**config.mk**
```make
export PLATFORM = sky130hd
export DESIGN_NAME = sos_iir_ch_scheduler
export DESIGN_NICKNAME = d
export VERILOG_FILES = /design/src/rtl/sos_sched_pkg.sv /design/src/rtl/sos_iir_ch_scheduler_rr_arbiter.sv /design/src/rtl/sos_iir_ch_scheduler.sv
export SDC_FILE = /design/constraint.sdc
export NUM_CORES = 1
export LEC_CHECK = 0
export CORE_MARGIN = 2
export CORE_UTILIZATION = 53
export DETAILED_ROUTE_END_ITERATION = 10
export PLACE_DENSITY_LB_ADDON = 0.12
export SLEW_MARGIN = 25
export SYNTH_ARGS = -nofsm -noshare
export SYNTH_HDL_FRONTEND = slang
export SYNTH_SLANG_ARGS = --single-unit
export TNS_END_PERCENT = 100
```
**constraint.sdc**
```tcl
create_clock -name clk_i -period 2.65 [get_ports clk_i]
set_input_delay 0.265 -clock clk_i [delete_from_list [all_inputs] [get_ports clk_i]]
set_output_delay 0.265 -clock clk_i [all_outputs]
set_load 0.005 [all_outputs]
```
**src/rtl/sos_sched_pkg.sv**
```systemverilog
`default_nettype none
// ============================================================================
//  Module      : sos_sched_pkg
//  Description : Shared types and the round-robin pick function for the
//                multi-channel SOS IIR engine scheduler.
//  Revision    : 1.0 - initial release
// ============================================================================
package sos_sched_pkg;

    // Widest channel count the generic pick function can search
    localparam int RR_MAX_CH = 32;
    localparam int RR_IDX_W  = 5;

    typedef enum logic [2:0] {
        IDLE   = 3'd0,
        ISSUE  = 3'd1,
        WAIT   = 3'd2,
        RETURN = 3'd3,
        ABORT  = 3'd4
    } sched_state_t;

    typedef struct packed {
        logic                valid;
        logic [RR_IDX_W-1:0] idx;
    } rr_pick_t;

    // First set request strictly after ptr (wrapping modulo nch) wins
    function automatic rr_pick_t rr_pick(
        input logic [RR_MAX_CH-1:0] pending,
        input logic [RR_IDX_W-1:0]  ptr,
        input int                   nch
    );
        rr_pick_t r;
        int       j;
        r.valid = 1'b0;
        r.idx   = '0;
        for (int i = 1; i <= RR_MAX_CH; i++) begin
            j = (int'(ptr) + i) % nch;
            if (!r.valid && (i <= nch) && pending[RR_IDX_W'(j)]) begin
                r.valid = 1'b1;
                r.idx   = RR_IDX_W'(j);
            end
        end
        return r;
    endfunction

endpackage
`default_nettype wire

```
**src/rtl/sos_iir_ch_scheduler_rr_arbiter.sv**
```systemverilog
`default_nettype none
// ============================================================================
//  Module      : rr_arbiter
//  Description : NCH-wide round-robin arbiter: combinational pick plus the
//                last-granted pointer register. Pointer resets to NCH-1 so
//                channel 0 wins first.
//  Revision    : 1.0 - initial release
// ============================================================================
module rr_arbiter
    import sos_sched_pkg::*;
#(
    parameter  int NCH = 4,
    localparam int CHW = $clog2(NCH)
) (
    input  logic           clk_i,
    input  logic           rst_n_i,
    input  logic [NCH-1:0] req_i,
    input  logic           advance_i,
    output logic           gnt_valid_o,
    output logic [CHW-1:0] gnt_idx_o
);

    logic [RR_IDX_W-1:0] r_ptr;
    rr_pick_t            w_pick;

    // Search for the next requester after the last granted channel
    always_comb begin
        w_pick = rr_pick(RR_MAX_CH'(req_i), r_ptr, NCH);
    end

    assign gnt_valid_o = w_pick.valid;
    assign gnt_idx_o   = w_pick.idx[CHW-1:0];

    // Pointer follows the granted channel only when the grant is taken
    always_ff @(posedge clk_i or negedge rst_n_i) begin
        if (!rst_n_i) begin
            r_ptr <= RR_IDX_W'(NCH - 1);
        end else if (advance_i && w_pick.valid) begin
            r_ptr <= w_pick.idx;
        end
    end

endmodule
`default_nettype wire

```
**src/rtl/sos_iir_ch_scheduler.sv**
```systemverilog
`default_nettype none
// ============================================================================
//  Module      : sos_iir_ch_scheduler
//  Description : Time-shares one looped SOS IIR engine between NCH channels.
//                Captures one sample per channel, grants round-robin, drives
//                the engine state-bank select, routes the result back to its
//                owner and aborts a hung engine after TIMEOUT cycles.
//  Revision    : 1.0 - initial release
// ============================================================================
module sos_iir_ch_scheduler
    import sos_sched_pkg::*;
#(
    parameter  int NCH     = 4,
    parameter  int DW      = 16,
    parameter  int TIMEOUT = 64,
    localparam int CHW     = $clog2(NCH)
) (
    input  logic                    clk_i,
    input  logic                    rst_n_i,
    input  logic [NCH-1:0]          ch_valid_i,
    input  logic [NCH-1:0][DW-1:0]  ch_data_i,
    output logic [DW-1:0]           ch_data_o,
    output logic [NCH-1:0]          ch_valid_o,
    output logic [NCH-1:0]          overrun_o,
    output logic                    timeout_o,
    input  logic                    clear_i,
    output logic                    busy_o,
    output logic                    eng_start_o,
    output logic [DW-1:0]           eng_data_o,
    output logic [CHW-1:0]          eng_ctx_o,
    output logic                    eng_srst_o,
    input  logic [DW-1:0]           eng_data_i,
    input  logic                    eng_valid_i
);

    localparam int               c_CNT_W    = $clog2(TIMEOUT + 1);
    localparam logic [c_CNT_W-1:0] c_CNT_LAST = c_CNT_W'(TIMEOUT - 1);

    sched_state_t                r_state;
    sched_state_t                w_state_nxt;
    logic [NCH-1:0][DW-1:0]      r_hold;
    logic [NCH-1:0]              r_pending;
    logic [NCH-1:0]              w_issue_clr;
    logic [CHW-1:0]              r_gnt;
    logic [c_CNT_W-1:0]          r_cnt;
    logic                        w_pick_valid;
    logic [CHW-1:0]              w_pick_idx;
    logic                        w_grant;
    logic [DW-1:0]               w_issue_data;

    rr_arbiter #(
        .NCH        (NCH)
    ) u_arb (
        .clk_i      (clk_i),
        .rst_n_i    (rst_n_i),
        .req_i      (r_pending),
        .advance_i  (w_grant),
        .gnt_valid_o(w_pick_valid),
        .gnt_idx_o  (w_pick_idx)
    );

    assign w_grant   = (r_state == IDLE) && w_pick_valid;
    assign eng_ctx_o = r_gnt;

    // A strobe landing in the grant cycle is forwarded so the engine gets the newest sample
    assign w_issue_data = ch_valid_i[w_pick_idx] ? ch_data_i[w_pick_idx] : r_hold[w_pick_idx];

    // The granted channel's pending bit is consumed during ISSUE
    always_comb begin
        w_issue_clr = '0;
        for (int k = 0; k < NCH; k++) begin
            w_issue_clr[k] = (r_state == ISSUE) && (r_gnt == CHW'(k));
        end
    end

    // Per-channel sample capture, pending flags and sticky overrun flags
    always_ff @(posedge clk_i or negedge rst_n_i) begin
        if (!rst_n_i) begin
            r_hold    <= '0;
            r_pending <= '0;
            overrun_o <= '0;
        end else begin
            for (int k = 0; k < NCH; k++) begin
                if (ch_valid_i[k]) begin
                    r_hold[k]    <= ch_data_i[k];
                    r_pending[k] <= 1'b1;
                end else if (w_issue_clr[k]) begin
                    r_pending[k] <= 1'b0;
                end
                if (ch_valid_i[k] && r_pending[k] && !w_issue_clr[k]) begin
                    overrun_o[k] <= 1'b1;
                end else if (clear_i) begin
                    overrun_o[k] <= 1'b0;
                end
            end
        end
    end

    // Next-state logic for the issue/wait/return sequence
    always_comb begin
        w_state_nxt = r_state;
        case (r_state)
            IDLE:    if (w_pick_valid) w_state_nxt = ISSUE;
            ISSUE:   w_state_nxt = WAIT;
            WAIT: begin
                if (eng_valid_i) begin
                    w_state_nxt = RETURN;
                end else if (r_cnt == c_CNT_LAST) begin
                    w_state_nxt = ABORT;
                end
            end
            RETURN:  w_state_nxt = IDLE;
            ABORT:   w_state_nxt = IDLE;
            default: w_state_nxt = IDLE;
        endcase
    end

    // State register and registered outputs derived from the upcoming state
    always_ff @(posedge clk_i or negedge rst_n_i) begin
        if (!rst_n_i) begin
            r_state     <= IDLE;
            r_gnt       <= '0;
            r_cnt       <= '0;
            ch_data_o   <= '0;
            ch_valid_o  <= '0;
            timeout_o   <= 1'b0;
            busy_o      <= 1'b0;
            eng_start_o <= 1'b0;
            eng_data_o  <= '0;
            eng_srst_o  <= 1'b0;
        end else begin
            r_state     <= w_state_nxt;
            busy_o      <= (w_state_nxt != IDLE);
            eng_start_o <= (w_state_nxt == ISSUE);
            eng_srst_o  <= (w_state_nxt == ABORT);
            ch_valid_o  <= '0;
            if (w_grant) begin
                r_gnt      <= w_pick_idx;
                eng_data_o <= w_issue_data;
            end
            if (r_state == WAIT) begin
                r_cnt <= r_cnt + c_CNT_W'(1);
            end else begin
                r_cnt <= '0;
            end
            if ((r_state == WAIT) && eng_valid_i) begin
                ch_data_o  <= eng_data_i;
                ch_valid_o <= NCH'(1) << r_gnt;
            end
            if (w_state_nxt == ABORT) begin
                timeout_o <= 1'b1;
            end else if (clear_i) begin
                timeout_o <= 1'b0;
            end
        end
    end

endmodule
`default_nettype wire

```
=== Yosys cells after proc, flatten, opt, wreduce, memory -nomap -nowiden ===
Index checks and enable logic that the tools add are counted.
Widths: inputs -> output; s select.

* Bits in registers: 126
* Input bits: 88
* Word-level logic and storage cells: 130

* $add $sub $neg: 5
* Order comparisons: 5
* Equal/unequal tests: 8
* Shift operators: 1
* Multiplexer cells: 43
* Bitwise gates (word level): 4
* Reduce and logical (&&, ||, !) cells: 41

{| class="wikitable"
|+ Operators by type and width
! operator !! number
|-
| $bmux 16 s2 || 2
|-
| $mux 16 || 3
|-
| $lt 3x7->1 const B || 4
|-
| $mux 6 || 4
|-
| $mux 1 || 23
|-
| $logic_and 1x1->1 || 18
|-
| $reduce_bool 2->1 || 9
|-
| $bmux 1 s3 || 4
|-
| $mux 3 || 3
|-
| $pmux 3 s3 || 1
|-
| $reduce_or 2->1 || 4
|-
| $add 7x1->7 const B || 1
|-
| $eq 7x6->1 const B || 1
|-
| $logic_not 1->1 || 7
|-
| $mux 7 || 1
|-
| $eq 3x1->1 const B || 2
|-
| $add 2x1->2 const B || 2
|-
| $add 2x2->2 const B || 2
|-
| $and 1x1->1 const A || 4
|-
| $eq 2x2->1 const B || 2
|-
| $mux 4 || 1
|-
| $shl 1x2->4 const A || 1
|-
| $eq 3x2->1 const B || 1
|-
| $eq 3x3->1 const B || 1
|-
| other kinds (6) || 6
|}

=== Longest topological paths before layout ===
* Depth after elaboration: 20
* Mapped depth: 7

=== By module ===
A second synthesis with hierarchy kept.

* Cells, all modules: 396
* Area, all modules: 5766.8 µm²

{| class="wikitable"
|+ By module, submodules not included
! module !! instances !! cells an instance !! area each (µm²) !! seq. area each (µm²)
|-
| sos_iir_ch_scheduler || 1 || 377 || 5595.4 || 3103.0
|-
| rr_arbiter || 1 || 19 || 171.4 || 52.6
|}

=== Least setup slack after synthesis ===
No wires, ideal clock.

* Kind: reg-to-reg
* From: register u_arb.r_ptr[1]
* To: register eng_data_o[1]
* Library setup time: 132 ps
* Arrival time: 1516 ps
* Data required time: 2518 ps
* Setup slack: 1002 ps
* Cell stages (with the launch flop): 8
* Buffers on the path: 2
* Clock period less this slack: 1648 ps
* Path through: dfstp_2 -> nand2_1 -> a21boi_0 -> o221ai_2 -> buf_6 -> buf_6 -> mux2i_1 -> o221ai_2

* Word-level cells in the longest chain between the ends: 19
* Elaborated cells between the ends (all ways): 42

{| class="wikitable"
|+ RTL lines
! what !! line !! source
|-
| start, declared || sos_iir_ch_scheduler_rr_arbiter.sv:23 || <nowiki>logic [RR_IDX_W-1:0] r_ptr;</nowiki>
|-
| start signal, assigned || sos_iir_ch_scheduler_rr_arbiter.sv:37 || <nowiki>r_ptr <= RR_IDX_W'(NCH - 1);</nowiki>
|-
| start signal, assigned || sos_iir_ch_scheduler_rr_arbiter.sv:39 || <nowiki>r_ptr <= w_pick.idx;</nowiki>
|-
| $add 2x1->2 || sos_sched_pkg.sv:38 || <nowiki>j = (int'(ptr) + i) % nch;</nowiki>
|-
| $reduce_or 2->1 (no source line) || -- ||
|-
| $and 1x1->1 (no source line) || -- ||
|-
| $bmux 1 s3 || sos_sched_pkg.sv:39 || <nowiki>if (!r.valid && (i <= nch) && pending[RR_IDX_W'(j)]) begin</nowiki>
|-
| $mux 1 (not written as such) (2 in series) || sos_sched_pkg.sv:39 ||
|-
| $mux 6 || sos_sched_pkg.sv:39 ||
|-
| $logic_not 1->1 || sos_sched_pkg.sv:39 ||
|-
| $logic_and 1x1->1 || sos_sched_pkg.sv:39 ||
|-
| (+2 left out) || -- ||
|-
| $logic_and 1x1->1 || sos_sched_pkg.sv:39 ||
|-
| $mux 6 || sos_sched_pkg.sv:39 ||
|-
| $logic_not 1->1 || sos_sched_pkg.sv:39 ||
|-
| $logic_and 1x1->1 || sos_sched_pkg.sv:39 ||
|-
| $mux 6 (*) || sos_sched_pkg.sv:39 ||
|-
| $bmux 16 s2 or $bmux 1 s2 (tied branches) || sos_iir_ch_scheduler.sv:66 || <nowiki>assign w_issue_data = ch_valid_i[w_pick_idx] ? ch_data_i[w_pick_idx] : r_hold[w_pick_idx];</nowiki>
|-
| $mux 16 (not written as such) or $mux 1 (tied branches) || sos_iir_ch_scheduler.sv:66 ||
|-
| $mux 16 || sos_iir_ch_scheduler.sv:66 ||
|-
| end signal, assigned || sos_iir_ch_scheduler.sv:139 || <nowiki>eng_data_o <= w_issue_data;</nowiki>
|-
| end, declared || sos_iir_ch_scheduler.sv:29 || <nowiki>output logic [DW-1:0] eng_data_o,</nowiki>
|}

Mark *: on every way between the ends. The rest lies on a longest branch, timed or not. The select of a mux whose other input is x is not followed.
A chain may end at the register's enable or synchronous reset.

=== Final worst setup path ===
* From: register u_arb.r_ptr[0]
* To: register eng_data_o[14]

The elaborated chain is that of the path after synthesis.

==> out/qor.csv <==
stage,metric,value,unit
floorplanning,# rows,36,
critical_path,critical path launch point,u_arb.r_ptr[0]$_DFFE_PN1P_,
synthesis,ys flop type,dfrtp_1,
critical_path,Startpoint Class,flop,
synthesis,"FF+latch count, synth",126,
cells_and_area,final non-filler cell total,655,
clocking,clk_lat worst skew,0.51,ns
synthesis,syn_nets,454,
cells_and_area,share of cells above drive strength 1,25.5,%
sta,Worst-Margin Slew,0.972,ns
global_route,vias in the first global route,3683,
critical_path,Critical Path RT,2.99,ns
clocking,"CTS clk-pin slew, worst paths",0.06,ns
floorplanning,Initial Util,54.0,%
synthesis,Yosys top cell area share,59.3,%
floorplanning,Ports,134,
sta,RSZ-0062 raised after global routing,no,
critical_path,critical path arrival,2.62,ns
run,max cap viols,0,
floorplanning,die extent in x,103,um
power,VDD IR-drop max,544,uV
synthesis,post-synthesis cell area,0.00523,sq mm
clocking,clk sink count,126,
sta,fin crit period,2.27,ns
cells_and_area,post-route cell area,0.00731,sq mm
synthesis,YS warnings,0,
critical_path,crit-path leading delay family,simple AND/OR/NAND/NOR gates,
clocking,Clock Tree Root,clkbuf_8,
critical_path,"Largest stage delay, worst path",0.79,ns
placement,# port buffers,133,
critical_path,r2r worst-path depth,5,
clocking,clk buf depth,2,
synthesis,sequential fraction of the synthesis area,60.3,%
critical_path,critical path buffer and inverter count,0,
synthesis,Synth area leader,dfrtp_1,
global_route,first-pass GRT wire length,18.7,mm
critical_path,Critical Path Fanout Max,18,
sta,TNS Setup,0,ns
placement,hpwl dp,7.97,mm
critical_path,FF-to-FF End,eng_data_o[14]$_DFFE_PN0P_,
synthesis,"top cells by area, synth","dfrtp_1 (59%), mux2_2 (16%), mux2i_1 (6.1%)",
synthesis,most frequent cells after synthesis,"dfrtp_1 (124), mux2_2 (74), mux2i_1 (32), nand2_1 (28), nor2_1 (11)",
synthesis,Synth cell types,37,
global_route,antenna violations before repair,0,
sta,"Slew Viols, Final",0,
routing,final WL,11.8,mm
sta,FMAX,440,MHz
sta,Final Setup Violations,0,
floorplanning,die area,0.0107,sq mm
routing,drt pass-1 iters,4,
power,Pwr Density,1050,mW/mm^2
synthesis,Mean Syn Cell Area,14.3,sq um
synthesis,most common cell in the synthesized netlist,dfrtp_1,
run_status,outcome,finished clean,
placement,DP Area,0.00671,sq mm
global_route,GR Overflow Total,0,
placement,placed cells,623,
critical_path,critical path endpoint category,flop,
power,P_leak,3.15,nW
routing,DRC viols,0,
critical_path,r2r setup slk,0.38,ns
cells_and_area,synthesis-to-finish area growth,39.7,%
floorplanning,die span in y,103,um
routing,wire length per cell,18.1,um
routing,Vias,3479,
synthesis,Synth async-reset ratio,100,%
sta,final hold violations,0,
critical_path,CP Cell Sequence,nand2b_1 > a22oi_2 > o221ai_1 > or2_1 > o221ai_1,
cells_and_area,diode count,0,
routing,vias per std cell,5.31,
synthesis,Syn Inst Count,365,
global_route,largest net degree at the start of global routing,58,
cells_and_area,nets,599,
placement,GP Congestion,0.769,
global_route,GRT Total Usage,23.7,%
critical_path,"Top cell by count, worst path",o221ai_1,
sta,Final period util,85.8,%
critical_path,CP max stage cell,or2_1,
cells_and_area,Fillers,648,
routing,DR iter-0 viols,111,
clocking,cts bufs inserted,17,
min_path,HP Class,in2async,
clocking,number of setup buffers added after CTS,0,
critical_path,CP Class,reg2reg,
floorplanning,core area,0.00968,sq mm
placement,Place WS,0.400,ns
clocking,CTS tree,done,
synthesis,"EDFF count, synth",0,
cells_and_area,fin util,75.5,%
routing,ANT nets after route,0,
sta,Setup Skew,0.0104,ns
sta,Hold Slack,0.346,ns
power,total chip power,7.65,mW
sta,Slew HR,35.2,%
clocking,H-tree Lvls,4,
sta,worst setup slack after layout,0.377,ns
critical_path,worst r2r src,u_arb.r_ptr[0]$_DFFE_PN1P_,
## worst register-to-register path: stages (launching register included)
cell and delay (ns):
dfstp_2 0.58, nand2b_1 0.14, a22oi_2 0.05, o221ai_1 0.28, or2_1 0.80, o221ai_1 0.27
## what timing repair did
action | 4_1_cts | 5_1_grt
hold endpoints to repair | 52 | 0
endpoints found under the setup margin | 0 | 0
gates resized for setup | 0 | 0
hold buffers | 1 | 0
## worst max path at each step
stage                                       endpoint  cells past startpoint
after floorplan            eng_data_o[1]$_DFFE_PN0P_                      7
after global routing      eng_data_o[11]$_DFFE_PN0P_                      5
after global placement    eng_data_o[14]$_DFFE_PN0P_                      5
final                     eng_data_o[14]$_DFFE_PN0P_                      5
after detailed placement  eng_data_o[14]$_DFFE_PN0P_                      5
after CTS                 eng_data_o[14]$_DFFE_PN0P_                      5
## power by group
part	leakage [nW]	internal [mW]	switching (mW)
Sequential	1.50	2.40	0.292
Clock	0.291	1.46	0.839
Combinational	1.36	1.45	1.21
Total	3.15	5.31	2.34
## layer usage
metal	wire [um]	global-route usage, %
met5	0	0
met4	176	8.10
met3	518	6.59
met2	6100	38.5
met1	5050	30.8
## layout make-up
cell class | count | area, sq um | share of cell area [%]
repair buffers | 145 | 1450 | 19.8
well taps | 133 | 166 | 2.28
multi-input cells | 213 | 1920 | 26.3
inverters | 7 | 26.3 | 0.359
clock inverters | 13 | 165 | 2.26
flip-flops and latches | 126 | 3160 | 43.2
clock buffers | 18 | 428 | 5.85
## flip-flops by register name, indices dropped and copies added, names as in the netlist
| signal | flops |
|---|---|
| r_hold | 64 |
| ch_data_o | 16 |
| eng_data_o | 16 |
| r_cnt | 7 |
| ch_valid_o | 4 |
| overrun_o | 4 |
| r_pending | 4 |
| r_state | 3 |
| eng_ctx_o | 2 |
| u_arb.r_ptr | 2 |
| busy_o | 1 |
| eng_srst_o | 1 |
| eng_start_o | 1 |
| timeout_o | 1 |
## kinds of logic after synthesis
| logic type | share of synthesized area (%) |
|---|---|
| fa+ha+maj | 0.239 |
| mux | 23.8 |
| compound gates | 6.31 |
| xor+xnor | 0.837 |
| flops | 60.3 |
| simple gates | 5.17 |
| buf+inv | 3.37 |
## cells in the final DEF, fill, tap and decap left out, types with 3 or more instances in the layout
cell type | netlist | routed
o2bb2ai_1 | 4 | 4
clkinv_4 | 0 | 4
nand3_1 | 6 | 6
nor2_1 | 11 | 11
nand2b_1 | 4 | 4
bufinv_16 | 0 | 3
clkinv_2 | 0 | 3
inv_1 | 6 | 6
mux2_2 | 74 | 74
xor2_1 | 4 | 4
mux2_1 | 8 | 8
nand2_1 | 28 | 28
mux2i_1 | 32 | 32
buf_4 | 0 | 10
dfrtp_1 | 124 | 124
o221ai_1 | 9 | 9
clkbuf_16 | 0 | 16
clkdlybuf4s50_1 | 0 | 132
nor3_1 | 3 | 3
o21ai_0 | 4 | 4
o221ai_2 | 9 | 8
Note: power is estimated with default switching activity, not from simulation.
